**config.mk**
```make
export PLATFORM = sky130hd
export DESIGN_NAME = adder_pipe_resp
export DESIGN_NICKNAME = d
export VERILOG_FILES = /design/src/rtl/adder_pkg.sv /design/src/rtl/adder_seg_stage.sv /design/src/rtl/adder_pipe_resp.sv
export SDC_FILE = /design/constraint.sdc
export NUM_CORES = 1
export LEC_CHECK = 0
export ABC_AREA = 0
export CAP_MARGIN = 20
export CORE_ASPECT_RATIO = 0.8
export CORE_MARGIN = 2
export CORE_UTILIZATION = 35
export CTS_CLUSTER_SIZE = 12
export DETAILED_ROUTE_END_ITERATION = 7
export PLACE_DENSITY = 0.6
export SYNTH_ARGS = -nofsm -noshare
export SYNTH_HDL_FRONTEND = slang
export SYNTH_HIERARCHICAL = 1
export SYNTH_SLANG_ARGS = --single-unit
```
**constraint.sdc**
```tcl
create_clock -name clk -period 7.53 [get_ports clk]
set_input_delay 1.1295 -clock clk [delete_from_list [all_inputs] [get_ports clk]]
set_output_delay 1.1295 -clock clk [all_outputs]
set_load 0.02 [all_outputs]
```
**src/rtl/adder_pkg.sv**
```systemverilog
// Shared types and helpers for the segmented pipelined adder.
package adder_pkg;

  // Default operand width and segment count for the adder environment.
  localparam int unsigned WIDTH  = 8;
  localparam int unsigned STAGES = 2;

  // Payload fields are sized for the widest supported adder; bits above the
  // configured width are always zero and trim away in synthesis.
  localparam int unsigned PAY_W = 64;

  // Data carried between segments: accumulated low sum, the carry out of the
  // last segment added, and the operand segments not yet consumed (shifted
  // down so the next segment to add always sits in the low bits).
  typedef struct packed {
    logic [PAY_W-1:0] sum;
    logic             carry;
    logic [PAY_W-1:0] a;
    logic [PAY_W-1:0] b;
  } adder_pay_t;

  // True when the width/stage pair describes a buildable pipeline.
  function automatic logic cfg_ok(input int unsigned w, input int unsigned s);
    if (s == 0 || w == 0 || w > PAY_W) begin
      return 1'b0;
    end
    return (w % s) == 0;
  endfunction

  // Adds the low seg_w bits of a and b plus cin; returns {cout, sum} with
  // sum bits above seg_w cleared.
  function automatic logic [PAY_W:0] seg_add(input logic [PAY_W-1:0] a,
                                             input logic [PAY_W-1:0] b,
                                             input logic             cin,
                                             input int unsigned      seg_w);
    logic [PAY_W:0] mask;
    logic [PAY_W:0] full;
    logic           cout;
    mask = ~({(PAY_W + 1){1'b1}} << seg_w);
    full = ({1'b0, a} & mask) + ({1'b0, b} & mask) + (PAY_W + 1)'(cin);
    // Two seg_w-bit values plus one never exceed seg_w+1 bits, so any bit
    // above the mask is exactly the carry.
    cout = |(full & ~mask);
    return {cout, full[PAY_W-1:0] & mask[PAY_W-1:0]};
  endfunction

endpackage

```
**src/rtl/adder_seg_stage.sv**
```systemverilog
// One adder segment and its pipeline register.
module adder_seg_stage
  import adder_pkg::*;
#(
  parameter int unsigned SEG = 4,
  parameter int unsigned IDX = 0
) (
  input  logic       clk,
  input  logic       rst,
  input  adder_pay_t pay_i,
  input  logic       valid_i,
  input  logic       adv_i,
  output adder_pay_t pay_o,
  output logic       valid_o
);

  localparam int unsigned SHIFT = IDX * SEG;

  adder_pay_t       pay_d;
  adder_pay_t       pay_q;
  logic             valid_q;
  logic [PAY_W:0]   seg_res;

  // Add this segment and place its partial sum above the lower sums.
  always_comb begin
    pay_d       = pay_i;
    seg_res     = seg_add(pay_i.a, pay_i.b, pay_i.carry, SEG);
    pay_d.sum   = pay_i.sum | (seg_res[PAY_W-1:0] << SHIFT);
    pay_d.carry = seg_res[PAY_W];
    pay_d.a     = pay_i.a >> SEG;
    pay_d.b     = pay_i.b >> SEG;
  end

  // Stage register; holds everything while the pipeline is stalled.
  always_ff @(posedge clk or posedge rst) begin
    if (rst) begin
      pay_q   <= '0;
      valid_q <= 1'b0;
    end else if (adv_i) begin
      pay_q   <= pay_d;
      valid_q <= valid_i;
    end
  end

  assign pay_o   = pay_q;
  assign valid_o = valid_q;

endmodule

```
**src/rtl/adder_pipe_resp.sv**
```systemverilog
// Segmented, pipelined ripple adder with valid/ready on both sides.
module adder_pipe_resp
  import adder_pkg::*;
#(
  parameter int unsigned width  = WIDTH,
  parameter int unsigned stages = STAGES
) (
  input  logic             clk,
  input  logic             rst,
  input  logic             in_valid,
  output logic             in_ready,
  input  logic [width-1:0] in1,
  input  logic [width-1:0] in0,
  output logic             out_valid,
  input  logic             out_ready,
  output logic [width-1:0] sum_out,
  output logic             carry_out
);

  localparam int unsigned SEG = (stages == 0) ? width : width / stages;

  // Reject configurations where segments would not tile the operands.
  if (!cfg_ok(width, stages)) begin : g_cfg_err
    $error("adder_pipe_resp: stages must be >= 1 and divide width");
  end

  adder_pay_t pay [stages+1];
  logic       vld [stages+1];
  logic       stall_c;
  logic       adv_c;
  logic       unused_tail;

  // A held result freezes every stage; otherwise all stages advance together.
  assign stall_c  = vld[stages] & ~out_ready;
  assign adv_c    = ~stall_c;
  assign in_ready = ~stall_c;

  // Stage 0 input: full operands, no sum yet, carry-in zero.
  assign pay[0] = '{sum: '0, carry: 1'b0, a: PAY_W'(in1), b: PAY_W'(in0)};
  assign vld[0] = in_valid;

  for (genvar k = 0; k < stages; k++) begin : g_stage
    adder_seg_stage #(
      .SEG(SEG),
      .IDX(k)
    ) u_stage (
      .clk    (clk),
      .rst    (rst),
      .pay_i  (pay[k]),
      .valid_i(vld[k]),
      .adv_i  (adv_c),
      .pay_o  (pay[k+1]),
      .valid_o(vld[k+1])
    );
  end

  // The last stage register drives the outputs directly.
  assign out_valid = vld[stages];
  assign sum_out   = pay[stages].sum[width-1:0];
  assign carry_out = pay[stages].carry;

  // Operand residue and sum bits above width are zero after the last stage.
  assign unused_tail = ^{pay[stages].a, pay[stages].b, pay[stages].sum >> width};

endmodule

```
==> flow_metrics.env, run 1 <==
export IMPL_dieHeight_um=61.95
export IMPL_dieArea_um2=4734
export IMPL_rsz0062_at_grt="no"
export IMPL_grt_pass1_vias=905
export IMPL_grt_pass1_wl_um=3953
export IMPL_core_area_um2=4099
export IMPL_wl_met2_um=1105
export IMPL_wire_per_inst_um=11.00
export IMPL_placed_area_um2=1747
export IMPL_synth_warnings=6
export IMPL_wl_met3_um=106
export IMPL_root_buffer="clkbuf_8"
export IMPL_track_usage=0.1087
export IMPL_cts_resized=0
export IMPL_antenna_found_initial=0
export IMPL_cts_buffers=3
export IMPL_num_nets_final=185
export IMPL_postCtsSetupBuffers=0
export IMPL_synth_area_um2=1469
export IMPL_tightest_slew_ns=0.6787
export IMPL_cp_common_cell="clkdlybuf4s50_1"
export IMPL_start_kind="input port"
export IMPL_syn_inst=122
export IMPL_cts_htree_levels=1
export IMPL_arrival_ns=2.31
export IMPL_tns_ns=0
export IMPL_vias=914
export IMPL_dieWidth_um=76.43
export IMPL_period_share=0.4565
export IMPL_hp_class="reg2reg"
export IMPL_grt_max_degree=41
export IMPL_fin_cells=210
export IMPL_drtIter0Drc=69
export IMPL_cts_max_path_buffers=2
export IMPL_viasPerCell=4.352
export IMPL_final_core_util=0.4362
export IMPL_clock_fmax_mhz=290.9
export IMPL_fin_hold_ws_ns=0.5088
export IMPL_cts_tree="yes"
export IMPL_finalHoldViolCount=0
export IMPL_status="finished, final reports clean"
export IMPL_hold_buffers=0
export IMPL_fin_crit_ns=3.437
export IMPL_path_class="in2out"
export IMPL_grt_overflow=0
export IMPL_clock_latency_ns=0.27
export IMPL_io_buffer_count=30
export IMPL_io_pins=31
export IMPL_diodes=0
export IMPL_start_util=0.3584
export IMPL_wl_met1_um=1057
export IMPL_dp_hpwl_um=1760
export IMPL_crit_buf_inv=2
export IMPL_gp_congestion=0.8359
export IMPL_layout_common_cells="clkdlybuf4s50_1, dfrtp_1, mux2_2"
export IMPL_drc_errors=0
export IMPL_layout_commonest_cell="clkdlybuf4s50_1"
export IMPL_fill_cells=409
export IMPL_wl_um=2309
export IMPL_finClkSkew_ns=0.001536
export IMPL_cpPeakStageDelay_ns=0.61
export IMPL_endpoint_kind="output pin"
export IMPL_regArea_um2=700.7
export IMPL_cp_top_family="buffers and inverters"
export IMPL_slew_viol_final=0
export IMPL_crit_chain="clkdlybuf4s50_1 -> nand2b_1 -> clkdlybuf4s50_1"
export IMPL_power_leakage_nw=0.7522
export IMPL_max_cap_violations=0
export IMPL_firstDrtPassIters=4
export IMPL_max_slew_margin=0.5470
export IMPL_antenna_left=0
export IMPL_post_place_cells=207
export IMPL_cp_max_fo=2
export IMPL_placement_rows=21
export IMPL_setup_viol=0
export IMPL_slowest_stage="clkdlybuf4s50_1"
export IMPL_syn_avg_cell_area_um2=12.04
export IMPL_top_layer="met4"
export IMPL_multi_input_area_um2=629.4
export IMPL_cts_sinks=28
export IMPL_layout_drive_gt1_share=0.1438
export IMPL_powerDensity_nw_per_um2=241.8
export IMPL_clk_pin_slew_ns=0.08
export IMPL_ir_worst_vdd_v=0.0001010
export IMPL_stdcell_area_um2=1788
export IMPL_cp_required_ns=6.40
export IMPL_area_growth_pct=21.72
[final cells by class]
type / count / share of cell area
flip-flops and latches: 28 / 0.3919
well taps: 57 / 0.03989
clock buffers: 3 / 0.02309
repair buffers: 31 / 0.1721
multi-input cells: 81 / 0.3520
inverters: 10 / 0.02099
[path summary, 6_finish.rpt]
check,from,to,slack [ns],cells past startpoint
setup / recovery,out_ready,in_ready,4.09,3
hold / removal,g_stage[1].u_stage/pay_o[134]$_DFFE_PP0P_,g_stage[1].u_stage/pay_o[134]$_DFFE_PP0P_,0.51,1
setup reg to reg,g_stage[0].u_stage/pay_o[0]$_DFFE_PP0P_,g_stage[1].u_stage/pay_o[134]$_DFFE_PP0P_,5.94,5
hold reg to reg,g_stage[1].u_stage/pay_o[134]$_DFFE_PP0P_,g_stage[1].u_stage/pay_o[134]$_DFFE_PP0P_,0.51,1
max in group asynchronous,rst,g_stage[0].u_stage/pay_o[136]$_DFFE_PP0P_,5.82,2
min in group asynchronous,rst,g_stage[1].u_stage/pay_o[128]$_DFFE_PP0P_,1.17,2
[report_power, final]
part,total [mW],switching (mW),internal [mW]
Sequential,0.200,0.0186,0.182
Clock,0.0784,0.0425,0.0359
Combinational,0.153,0.0722,0.0812
Total,0.432,0.133,0.299
[metrics by stage]
stage          worst slack [ns]  power, mW
2_1_floorplan             4.941     0.3146
3_3_place_gp              4.109     0.3558
3_5_place_dp              4.080     0.3594
4_1_cts                   4.071     0.4399
5_1_grt                   4.044     0.4630
6_report                  4.093     0.4322
[state kept, by name (all words and copies together) (netlist names)]
name                     cells
g_stage.u_stage/pay_o       26
g_stage.u_stage/valid_o      2
[routing by layer]
metal | up-vias | GRT usage
met4 | 0 | 0.04675
met3 | 5 | 0.03613
met5 | - | 0
met2 | 17 | 0.1947
met1 | 441 | 0.1242
li1 | 451 | -
Note: power is estimated with default switching activity, not from simulation.
==> inputs of run 2 (changes only) <==
--- a/config.mk
+++ b/config.mk
@@ -12,7 +12,7 @@
 export CORE_UTILIZATION = 35
 export CTS_CLUSTER_SIZE = 12
 export DETAILED_ROUTE_END_ITERATION = 7
-export PLACE_DENSITY = 0.6
+export PLACE_DENSITY = 0.62
 export SYNTH_ARGS = -nofsm -noshare
 export SYNTH_HDL_FRONTEND = slang
 export SYNTH_HIERARCHICAL = 1
==> constraint.sdc (replaced) <==
create_clock -name clk -period 3.1 [get_ports clk]
set_input_delay 0.465 -clock clk [delete_from_list [all_inputs] [get_ports clk]]
set_output_delay 0.465 -clock clk [all_outputs]
set_load 0.02 [all_outputs]
==> flow_metrics.env, run 2 (synthesis results as in run 1) <==
export IMPL_status="finished, final reports clean"
export IMPL_cp_depth=3
export IMPL_r2r_slack_ns=1.50
export IMPL_clock_latency_ns=0.26
export IMPL_max_slew_margin=0.5329
export IMPL_dieArea_um2=4734
export IMPL_cts_resized=0
export IMPL_cp_required_ns=2.63
export IMPL_cts_sinks=28
export IMPL_firstDrtPassIters=3
export IMPL_grt_max_degree=41
export IMPL_dp_hpwl_um=1873
export IMPL_rsz0062_at_grt="no"
export IMPL_cts_max_path_buffers=2
export IMPL_cts_htree_levels=1
export IMPL_drc_errors=0
export IMPL_ir_worst_vdd_v=0.0002914
export IMPL_reg2reg_to="g_stage[1].u_stage/pay_o[134]$_DFFE_PP0P_"
export IMPL_dp_slack_ns=1.006
export IMPL_largest_reg_flops=26
export IMPL_track_usage=0.1160
export IMPL_diodes=0
export IMPL_cp_top_family="buffers and inverters"
export IMPL_crit_path_start="out_ready"
export IMPL_dieHeight_um=61.95
export IMPL_endpoint="in_ready"
export IMPL_slew_viol_final=0
export IMPL_cpPeakStageDelay_ns=0.60
export IMPL_tns_ns=0
export IMPL_cts_tree="yes"
export IMPL_postCtsSetupBuffers=0
export IMPL_cp_max_fo=2
export IMPL_layout_drive_gt1_share=0.1438
export IMPL_slowest_stage="clkdlybuf4s50_1"
export IMPL_grt_overflow=0
export IMPL_placement_rows=21
export IMPL_path_class="in2out"
export IMPL_placed_area_um2=1747
export IMPL_layout_commonest_cell="clkdlybuf4s50_1"
export IMPL_cts_buffers=3
export IMPL_total_power_mw=1.049
export IMPL_gp_congestion=0.8579
export IMPL_wire_per_inst_um=11.50
export IMPL_vias=929
export IMPL_cp_common_cell="clkdlybuf4s50_1"
export IMPL_antenna_left=0
export IMPL_io_buffer_count=30
export IMPL_clk_pin_slew_ns=0.09
export IMPL_drtIter0Drc=23
export IMPL_viasPerCell=4.424
export IMPL_arrival_ns=1.63
export IMPL_setup_viol=0
export IMPL_root_buffer="clkbuf_8"
export IMPL_area_growth_pct=21.72
export IMPL_start_kind="input port"
export IMPL_finClkSkew_ns=0.007724
export IMPL_fin_crit_ns=2.092
export IMPL_stdcell_area_um2=1788
export IMPL_layout_common_cells="clkdlybuf4s50_1, dfrtp_1, mux2_2"
export IMPL_hp_class="reg2reg"
export IMPL_wl_um=2416
export IMPL_grt_pass1_wl_um=4250
export IMPL_crit_buf_inv=2
export IMPL_crit_chain="clkdlybuf4s50_1 -> nand2b_1 -> clkdlybuf4s50_1"
export IMPL_start_util=0.3584
export IMPL_fin_hold_ws_ns=0.5064
export IMPL_num_nets_final=185
export IMPL_power_leakage_nw=0.7522
export IMPL_hold_buffers=0
export IMPL_clock_fmax_mhz=478.1
export IMPL_finalHoldViolCount=0
export IMPL_rr_worst_depth=5
export IMPL_antenna_found_initial=0
export IMPL_dieWidth_um=76.43
export IMPL_core_area_um2=4099
export IMPL_max_cap_violations=0
export IMPL_grt_pass1_vias=991
export IMPL_tightest_slew_ns=0.6999
export IMPL_worst_slack_ns=1.008
export IMPL_io_pins=31
export IMPL_timing_rr_start="g_stage[0].u_stage/pay_o[0]$_DFFE_PP0P_"
export IMPL_endpoint_kind="output pin"
export IMPL_period_share=0.6747
export IMPL_powerDensity_nw_per_um2=586.5
-- run 2: cell counts in the layout (fill, tap and decap cells not counted) --
No cell type changed its count.
-- run 2: final cells by class --
class                   instances  area [um2]
fillers                       411        2311
flip-flops and latches         28       700.7
multi-input cells              81       629.4
repair buffers                 31       307.8
well taps                      57       71.32
clock buffers                   3       41.29
inverters                      10       37.54
-- run 2: how the worst min path moves through the flow --
stage	endpoint	slack [ns]	startpoint	depth (start not counted)
floorplan	g_stage[1].u_stage/pay_o[128]$_DFFE_PP0P_	0.31	rst	1
global placement	g_stage[1].u_stage/pay_o[134]$_DFFE_PP0P_	0.48	g_stage[0].u_stage/pay_o[134]$_DFFE_PP0P_	1
detailed placement	g_stage[0].u_stage/pay_o[130]$_DFFE_PP0P_	0.48	g_stage[0].u_stage/pay_o[130]$_DFFE_PP0P_	1
CTS	g_stage[0].u_stage/pay_o[130]$_DFFE_PP0P_	0.51	g_stage[0].u_stage/pay_o[130]$_DFFE_PP0P_	1
global route	g_stage[0].u_stage/pay_o[130]$_DFFE_PP0P_	0.53	g_stage[0].u_stage/pay_o[130]$_DFFE_PP0P_	1
finish	g_stage[0].u_stage/pay_o[130]$_DFFE_PP0P_	0.51	g_stage[0].u_stage/pay_o[130]$_DFFE_PP0P_	1
-- run 2: per-stage QoR --
step	cells	utilization
2_1_floorplan	131	-
3_3_place_gp	207	0.4261
3_5_place_dp	207	0.4261
4_1_cts	210	0.4362
5_1_grt	210	0.4362
6_report	210	0.4362
-- run 2: worst register-to-register path: stages, from the launching register on --
cell     delay [ns]
dfrtp_1        0.41
fa_1           0.46
inv_1          0.09
fa_1           0.40
nand2_1        0.08
o22a_1         0.12
-- run 2: power breakdown --
| group | total (mW) | internal [mW] | switching [mW] |
|---|---|---|---|
| clock | 0.184 | 0.0868 | 0.0969 |
| sequential | 0.487 | 0.442 | 0.0453 |
| combinational | 0.378 | 0.198 | 0.180 |
| total | 1.05 | 0.727 | 0.322 |
-- run 2: layer usage --
| metal | wire length (um) | share of wire | GRT usage | vias to the layer above |
|---|---|---|---|---|
| met5 | 0 | 0 | 0 | - |
| met4 | 26 | 0.011 | 0.03896 | 0 |
| met3 | 112 | 0.046 | 0.03757 | 4 |
| met2 | 1201 | 0.50 | 0.2200 | 20 |
| met1 | 1075 | 0.44 | 0.1281 | 451 |
| li1 | - | - | - | 454 |
